`config.mk`:
```
export PLATFORM = sky130hd
export DESIGN_NAME = grid_cursor
export DESIGN_NICKNAME = d
export VERILOG_FILES = /design/src/rtl/grid_cursor.sv
export SDC_FILE = /design/constraint.sdc
export NUM_CORES = 1
export LEC_CHECK = 0
export ABC_AREA = 1
export ABC_CLOCK_PERIOD_IN_PS = 4100
export CAP_MARGIN = 25
export CELL_PAD_IN_SITES_DETAIL_PLACEMENT = 1
export CELL_PAD_IN_SITES_GLOBAL_PLACEMENT = 1
export CORE_MARGIN = 4
export CORE_UTILIZATION = 37
export CTS_BUF_LIST = sky130_fd_sc_hd__clkbuf_8 sky130_fd_sc_hd__clkbuf_16
export CTS_CLUSTER_DIAMETER = 40
export DETAILED_ROUTE_END_ITERATION = 10
export PLACE_DENSITY = 0.89
export SYNTH_ARGS = -nofsm -noshare
export SYNTH_HDL_FRONTEND = slang
export SYNTH_SLANG_ARGS = --single-unit
```
`constraint.sdc`:
```
create_clock -name clk -period 4.1 [get_ports clk]
set_input_delay 0.82 -clock clk [delete_from_list [all_inputs] [get_ports clk]]
set_output_delay 0.82 -clock clk [all_outputs]
set_load 0.01 [all_outputs]
```
`src/rtl/grid_cursor.sv`:
```
// -----------------------------------------------------------------------------
// grid_cursor
//
// Moves a sprite one cell per button press across a COLS x ROWS grid of
// screen cells. It reports the sprite's top-left pixel position and the
// linear cell index used to address sprite memory.
//
// Button inputs are levels. Only a rising edge counts as a move event, so a
// held button moves the sprite exactly once. At the grid edges the cursor
// either wraps around (WRAP=1) or stays where it is (WRAP=0). A home event
// returns the cursor to cell (0,0) and wins over any move in the same cycle.
//
// Ports:
//   clk            system clock (pixel clock domain)
//   rst            synchronous, active-high reset
//   x_inc, x_dec   move right / left (level)
//   y_inc, y_dec   move down / up (level)
//   home           return to cell (0,0) (level)
//   posx, posy     pixel position of the current cell (registered)
//   player_address linear cell index row*COLS+col (registered)
//   moved          one-cycle pulse after any update that changed the cell
// -----------------------------------------------------------------------------
module grid_cursor #(
    parameter int COLS = 3,
    parameter int ROWS = 3,
    parameter int X0   = 200,
    parameter int Y0   = 100,
    parameter int DX   = 300,
    parameter int DY   = 150,
    parameter int W    = 10,
    parameter int WRAP = 1,
    parameter int IW   = 4
) (
    input  logic          clk,
    input  logic          rst,
    input  logic          x_inc,
    input  logic          x_dec,
    input  logic          y_inc,
    input  logic          y_dec,
    input  logic          home,
    output logic [W-1:0]  posx,
    output logic [W-1:0]  posy,
    output logic [IW-1:0] player_address,
    output logic          moved
);

    localparam int CW = (COLS > 1) ? $clog2(COLS) : 1;
    localparam int RW = (ROWS > 1) ? $clog2(ROWS) : 1;

    // Reject parameter sets whose positions or index would not fit.
    if (COLS < 1 || ROWS < 1) begin : g_bad_dims
        $fatal(1, "grid_cursor: COLS and ROWS must be at least 1");
    end
    if ((longint'(X0) + longint'(COLS - 1) * longint'(DX)) >= (longint'(1) << W)) begin : g_bad_x
        $fatal(1, "grid_cursor: X0+(COLS-1)*DX does not fit in W bits");
    end
    if ((longint'(Y0) + longint'(ROWS - 1) * longint'(DY)) >= (longint'(1) << W)) begin : g_bad_y
        $fatal(1, "grid_cursor: Y0+(ROWS-1)*DY does not fit in W bits");
    end
    if ((longint'(COLS) * longint'(ROWS)) > (longint'(1) << IW)) begin : g_bad_idx
        $fatal(1, "grid_cursor: COLS*ROWS does not fit in IW bits");
    end

    localparam logic [CW-1:0] COL_LAST = CW'(COLS - 1);
    localparam logic [RW-1:0] ROW_LAST = RW'(ROWS - 1);

    logic [CW-1:0] col_r;
    logic [RW-1:0] row_r;
    logic          x_inc_prev_r;
    logic          x_dec_prev_r;
    logic          y_inc_prev_r;
    logic          y_dec_prev_r;
    logic          home_prev_r;
    logic [W-1:0]  posx_r;
    logic [W-1:0]  posy_r;
    logic [IW-1:0] addr_r;
    logic          moved_r;

    logic          x_inc_ev_s;
    logic          x_dec_ev_s;
    logic          y_inc_ev_s;
    logic          y_dec_ev_s;
    logic          home_ev_s;
    logic [CW-1:0] col_nxt_s;
    logic [RW-1:0] row_nxt_s;
    logic          changed_s;
    logic [W-1:0]  posx_nxt_s;
    logic [W-1:0]  posy_nxt_s;
    logic [IW-1:0] addr_nxt_s;

    // Rising-edge detection against the previous input levels.
    always_comb begin
        x_inc_ev_s = x_inc & ~x_inc_prev_r;
        x_dec_ev_s = x_dec & ~x_dec_prev_r;
        y_inc_ev_s = y_inc & ~y_inc_prev_r;
        y_dec_ev_s = y_dec & ~y_dec_prev_r;
        home_ev_s  = home  & ~home_prev_r;
    end

    // Next column. Opposing events cancel. At an edge the step wraps or is dropped.
    always_comb begin
        col_nxt_s = col_r;
        if (COLS > 1) begin
            if (x_inc_ev_s && !x_dec_ev_s) begin
                if (col_r == COL_LAST) begin
                    col_nxt_s = (WRAP != 0) ? CW'(0) : col_r;
                end else begin
                    col_nxt_s = col_r + CW'(1);
                end
            end else if (x_dec_ev_s && !x_inc_ev_s) begin
                if (col_r == CW'(0)) begin
                    col_nxt_s = (WRAP != 0) ? COL_LAST : col_r;
                end else begin
                    col_nxt_s = col_r - CW'(1);
                end
            end else begin
                col_nxt_s = col_r;
            end
        end else begin
            col_nxt_s = CW'(0);
        end
        if (home_ev_s) begin
            col_nxt_s = CW'(0);
        end else begin
            col_nxt_s = col_nxt_s;
        end
    end

    // Next row. The logic mirrors the column axis.
    always_comb begin
        row_nxt_s = row_r;
        if (ROWS > 1) begin
            if (y_inc_ev_s && !y_dec_ev_s) begin
                if (row_r == ROW_LAST) begin
                    row_nxt_s = (WRAP != 0) ? RW'(0) : row_r;
                end else begin
                    row_nxt_s = row_r + RW'(1);
                end
            end else if (y_dec_ev_s && !y_inc_ev_s) begin
                if (row_r == RW'(0)) begin
                    row_nxt_s = (WRAP != 0) ? ROW_LAST : row_r;
                end else begin
                    row_nxt_s = row_r - RW'(1);
                end
            end else begin
                row_nxt_s = row_r;
            end
        end else begin
            row_nxt_s = RW'(0);
        end
        if (home_ev_s) begin
            row_nxt_s = RW'(0);
        end else begin
            row_nxt_s = row_nxt_s;
        end
    end

    // Derived outputs come from the next cell, so they line up with the cell registers.
    // The elaboration checks guarantee that none of these W/IW-bit sums overflow.
    always_comb begin
        changed_s  = (col_nxt_s != col_r) || (row_nxt_s != row_r);
        posx_nxt_s = W'(X0) + W'(col_nxt_s) * W'(DX);
        posy_nxt_s = W'(Y0) + W'(row_nxt_s) * W'(DY);
        addr_nxt_s = IW'(row_nxt_s) * IW'(COLS) + IW'(col_nxt_s);
    end

    // State and output registers. Reset overrides every event in its cycle.
    always_ff @(posedge clk) begin
        if (rst) begin
            col_r        <= CW'(0);
            row_r        <= RW'(0);
            // Start high so that an input already held at reset release is not a move.
            x_inc_prev_r <= 1'b1;
            x_dec_prev_r <= 1'b1;
            y_inc_prev_r <= 1'b1;
            y_dec_prev_r <= 1'b1;
            home_prev_r  <= 1'b1;
            posx_r       <= W'(X0);
            posy_r       <= W'(Y0);
            addr_r       <= IW'(0);
            moved_r      <= 1'b0;
        end else begin
            col_r        <= col_nxt_s;
            row_r        <= row_nxt_s;
            x_inc_prev_r <= x_inc;
            x_dec_prev_r <= x_dec;
            y_inc_prev_r <= y_inc;
            y_dec_prev_r <= y_dec;
            home_prev_r  <= home;
            posx_r       <= posx_nxt_s;
            posy_r       <= posy_nxt_s;
            addr_r       <= addr_nxt_s;
            moved_r      <= changed_s;
        end
    end

    assign posx           = posx_r;
    assign posy           = posy_r;
    assign player_address = addr_r;
    assign moved          = moved_r;

endmodule

```
# Yosys cells after proc, flatten, opt, wreduce, memory -nomap -nowiden
# Cells that the tools add are included.
[totals] ff_bits=34 out_inout_bits=25 word_cells=56
[op_classes] n_addsub=7 n_mul=3 n_eq_ne=4 n_mux=10 bitwise=10 reduce_logical=11
[ops] op="2-bit 2-to-1 mux" n=10
[ops] op="7-bit by 10-bit adder with 10-bit output, first input constant" n=1
[ops] op="8-bit by 10-bit adder with 10-bit output, first input constant" n=1
[ops] op="2-bit by 7-bit multiplier with 9-bit output, second input constant" n=1
[ops] op="2-bit by 7-bit multiplier with 8-bit output, second input constant" n=1
[ops] op="1-bit AND" n=5
[ops] op="1-bit NOT" n=5
[ops] op="2-bit by 1-bit adder with 2-bit output, second input constant" n=2
[ops] op="4-bit by 2-bit adder with 4-bit output" n=1
[ops] op="2-bit equality test, second input constant" n=2
[ops] op="1-bit logical AND" n=4
[ops] op="1-bit logical NOT" n=4
[ops] op="2-bit logical NOT" n=2
[ops] op="2-bit by 2-bit multiplier with 4-bit output, second input constant" n=1
[ops] op="2-bit inequality test" n=2
[ops] op="2-bit by 1-bit subtractor with 2-bit output, second input constant" n=2
[ops] op="1-bit logical OR" n=1

# Longest topological paths before layout
[logic_depth] ltp_word=9 ltp_mapped=13 mapped_depth_nobuf=13

# Worst setup path before layout
# No wires, ideal clock.
[synth_path] path_kind="input port to flip-flop" from="input port y_inc" to="register addr_r[2], in the netlist player_address[2]" setup_ns=0.067 t_arrival_ns=2.542 setup_slack_ns=1.491 path_stages=12 path_cell_list="inv_1 > nor2_2 > nand2_1 > nor2_1 > nor2_1 > nand2_2 > fa_1 > inv_1 > ha_1 > inv_1 > fa_1 > nor2_1"
[synth_via] elab_chain_cells=8 word_cells_on_any_way=9
[synth_lines] element="start, declared" line="38" text="input logic y_inc,"
[synth_lines] element="1-bit AND (*)" line="95" text="y_inc_ev_s = y_inc & ~y_inc_prev_r;"
[synth_lines] element="1-bit logical NOT" line="139" text="end else if (y_dec_ev_s && !y_inc_ev_s) begin"
[synth_lines] element="1-bit logical AND" line="139"
[synth_lines] element="2-bit 2-to-1 mux" line="139"
[synth_lines] element="2-bit 2-to-1 mux (*)" line="133" text="if (y_inc_ev_s && !y_dec_ev_s) begin"
[synth_lines] element="2-bit 2-to-1 mux (*)" line="151" text="if (home_ev_s) begin"
[synth_lines] element="2-bit by 2-bit multiplier with 4-bit output (*)" line="164" text="addr_nxt_s = IW'(row_nxt_s) * IW'(COLS) + IW'(col_nxt_s);"
[synth_lines] element="4-bit by 2-bit adder with 4-bit output (*)" line="164"
[synth_lines] element="end signal, assigned" line="192" text="addr_r <= addr_nxt_s;"
[synth_lines] element="end, declared" line="76" text="logic [IW-1:0] addr_r;"
# Every way passes the cells marked *; elsewhere a longest branch is shown, timed or not.
# A chain may end at the register's enable or synchronous reset.

# Worst setup path after layout
[layout_path] from="input port y_dec" to="register addr_r[2], in the netlist player_address[2]"
[layout_via] elab_chain_cells=7 word_cells_on_any_way=9
[layout_lines] element="start, declared" line="39" text="input logic y_dec,"
[layout_lines] element="1-bit AND (*)" line="96" text="y_dec_ev_s = y_dec & ~y_dec_prev_r;"
[layout_lines] element="1-bit logical AND or 1-bit logical NOT (tied branches)" line="139, 133"
[layout_lines] element="2-bit 2-to-1 mux or 1-bit logical AND (tied branches)" line="139, 133"
[layout_lines] element="2-bit 2-to-1 mux (*)" line="133"
[layout_lines] element="2-bit 2-to-1 mux (*)" line="151"
[layout_lines] element="2-bit by 2-bit multiplier with 4-bit output (*)" line="164"
[layout_lines] element="4-bit by 2-bit adder with 4-bit output (*)" line="164"
# Marks and branches as above.

==> summary.txt <==
Routing
  – Post-DRT Antenna Nets: 0
  – Vias: between 900 and 1k
  – DR iter-0 viols: 20
  – DRC viols: 0
  – Avg WL per Cell: ~11 um
  – DR vias/cell: ~4.2
  – DRT Wirelength: ~2.7 mm
  – Drt pass-1 iters: 4

Pwr
  – Sequential Power Share: 0.491
  – Max VDD drop: 161.8 uV
  – P_sw: between 0.00015 and 0.0002 W
  – Combinational Power Share: 0.254
  – Power per standard cell area: approximately 370 mW/mm2
  – Leakage: between 0.8 and 0.9 nW
  – Clock Power Share: 0.254
  – P_int: about 0.00043 W
  – Switching share of power: 0.2927

GRT
  – Tot GR Track Use: 0.1312
  – Gr ovfl total: 0
  – Initial antenna violation count: 0
  – Pin count of the biggest net entering global routing: 18
  – GRT met2 Usage: 0.2515
  – Vias in the first global route: 1042
  – First-pass GRT wire length: about 4.5 mm
  – M1 GR Usage: 0.1436
  – Most Crowded Layer GR: met2
  – GR Layer Usage met3: 0.01498

Synthesis
  – Ranking of synthesized cells by area: dfxtp_1 (42%), ha_1 (14%), nand2_1 (10%)
  – Mux share of post-synthesis cell area: 0
  – Top cell type's share of synthesized area: 0.4170
  – Simple-gate share of the synthesized area: 0.2597
  – Adder-cell share of the synthesized area: 0.1757
  – Distinct cells, synth: 16
  – Top cell type by total area after synthesis: dfxtp_1
  – Synth Warn #: 0
  – Largest family of logic cells by synthesized area: simple AND/OR/NAND/NOR gates
  – Post-synthesis compound-gate area fraction: 0
  – Cells after Synth: roughly 170
  – Mapped Avg Cell Area: 7.856 um2
  – #FFs+latches synth: 27
  – Area of the mapped netlist: 0.001296 mm2
  – Sequential fraction of the synthesis area: 0.4170
  – XOR/XNOR Fraction of Synth Area: 0

Clocking
  – Clock Sink Count: 27
  – Hold_buf cts: 0
  – CTS root buf: clkbuf_8
  – H-Tree Depth: 1
  – CTS Buf Count: 3
  – Post CTS Setup Buffer Count: 0
  – Post-cts resize count: 0
  – CTS max path bufs: 2
  – CTS tree: yes
  – Clock-pin slew on the worst setup and hold paths: ~0.090 ns
  – Clock latency at the later pin of the worst-skew pair: ~0.27 ns

STA
  – Final worst path period share: 0.7335
  – FMAX: about 330 MHz
  – Slew headroom: 0.5923
  – Hold Violations, Final: 0
  – Worst Max-Slew Pin Slew: just over 0.6 ns
  – RSZ-0062 raised after global routing: no
  – Hold slack: roughly 0.70 ns
  – Endpoints failing setup: 0
  – Clock skew: roughly 0.0036 ns
  – Final setup TNS: 0 ns
  – Tmin final: 3.007 ns
  – Slew Limit Fails: 0

Outcome
  – Outcome: complete, no violations

Layout
  – Most frequent cells in the layout: nand2_1 (35), inv_1 (32), clkdlybuf4s50_1 (28), dfxtp_1 (27), nor2_1 (24)
  – Fraction of layout cells with a size suffix above 1: 0.09474
  – Final nets: about 220
  – # fillers: 441
  – Commonest non-fill, non-tap cell in the layout: nand2_1
  – Number of diodes: 0
  – Area delta synth->final: 25.77%

Floorplanning
  – Die Y: around 67 um
  – Die area: ~0.0045 mm2
  – Core area: between 0.003 and 0.004 mm2
  – Ports: 32
  – Initial Utilization: 0.3854
  – Site row count: 21
  – Die width: roughly 67 um

Worst setup path
  – CP Max Fanout: 6
  – WS Path Type: in2reg
  – Worst path required time: between 4 and 5 ns
  – Startpoint Class: input port
  – Crit path capture type: register
  – Crit path DAT: about 3.2 ns

Placement
  – DP HPWL: ~2.1 mm
  – PortBufs: 28
  – Routability cong.: 0.7908

Run
  – Maxcap violations: 0

Hold path
  – HP Class: reg2reg
through the flow:
step / power [W] / instances / worst slack [ns] / cell area (um2) / util
6_report: 0.0006029 / 236 / 1.093 / 1630 / 0.4847
3_3_place_gp: 0.0004479 / 232 / 0.8990 / 1582 / 0.4702
4_1_cts: 0.0006144 / 236 / 1.084 / 1630 / 0.4847
5_1_grt: 0.0006430 / 236 / 0.9149 / 1630 / 0.4847
3_5_place_dp: 0.0004561 / 232 / 0.8148 / 1582 / 0.4702
2_1_floorplan: 0.0003917 / 167 / 1.491 / 1304 / -
kinds of logic after synthesis:
kind of cell             count (synthesis)
adder cells (fa/ha/maj)                 17
buffers and inverters                   43
flip-flops                              27
other                                    1
AND/OR/NAND/NOR                         77
power groups by stage:
stage          clock [W]  combinational [W]  sequential [W]
2_1_floorplan          0          0.0000819        0.000310
3_3_place_gp           0           0.000147        0.000301
3_5_place_dp           0           0.000153        0.000303
4_1_cts         0.000161           0.000156        0.000297
5_1_grt         0.000169           0.000175        0.000299
6_report        0.000153           0.000153        0.000296
final timing paths:
path	startpoint	endpoint	slack [ns]	depth (start not counted)
setup / recovery	y_dec	player_address[2]$_SDFF_PP0_	1.09	14
hold / removal	row_r[0]$_SDFF_PP0_	moved$_SDFF_PP0_	0.70	5
setup reg to reg	row_r[0]$_SDFF_PP0_	player_address[2]$_SDFF_PP0_	1.43	12
hold reg to reg	row_r[0]$_SDFF_PP0_	moved$_SDFF_PP0_	0.70	5
cell type report:
class	count	area, um2	area share
timing repair buffer	28	280.3	0.1719
inverter	34	127.6	0.07828
clock buffer	3	41.29	0.02533
clock inverter	1	7.507	0.004605
sequential	27	540.5	0.3315
multi-input combinational	97	575.6	0.3530
tap	46	57.56	0.03530
critical path, stage by stage:
cell and delay, ns:
clkdlybuf4s50_1 0.48, inv_1 0.06, nor2_2 0.10, nand2_1 0.08, nand2_1 0.08, inv_2 0.04
nand2_2 0.06, nand2_2 0.12, fa_1 0.54, inv_1 0.05, ha_1 0.18, inv_1 0.07
fa_1 0.41, nor2_1 0.11
cells in the mapped netlist, drive strengths merged:
cell and number:
ha 15, clkbuf 2, nand3b 1, conb 1
nor2 29, nand2 41, dfxtp 27, buf 7
fa 2, inv 34, nand3 5, or2 1
routing by layer:
metal | up-vias | part of all wire
met5 | - | 0
met3 | 7 | 0.027
met2 | 21 | 0.53
met4 | 0 | 0.025
li1 | 512 | -
met1 | 446 | 0.41
sequential cells by signal, summed over array words and instances (netlist names):
name            flops
posx                6
player_address      4
y_inc_prev_r        1
moved               1
home_prev_r         1
posy                7
col_r               2
x_dec_prev_r        1
row_r               2
x_inc_prev_r        1
y_dec_prev_r        1
Power figures use the tool's default switching activity.
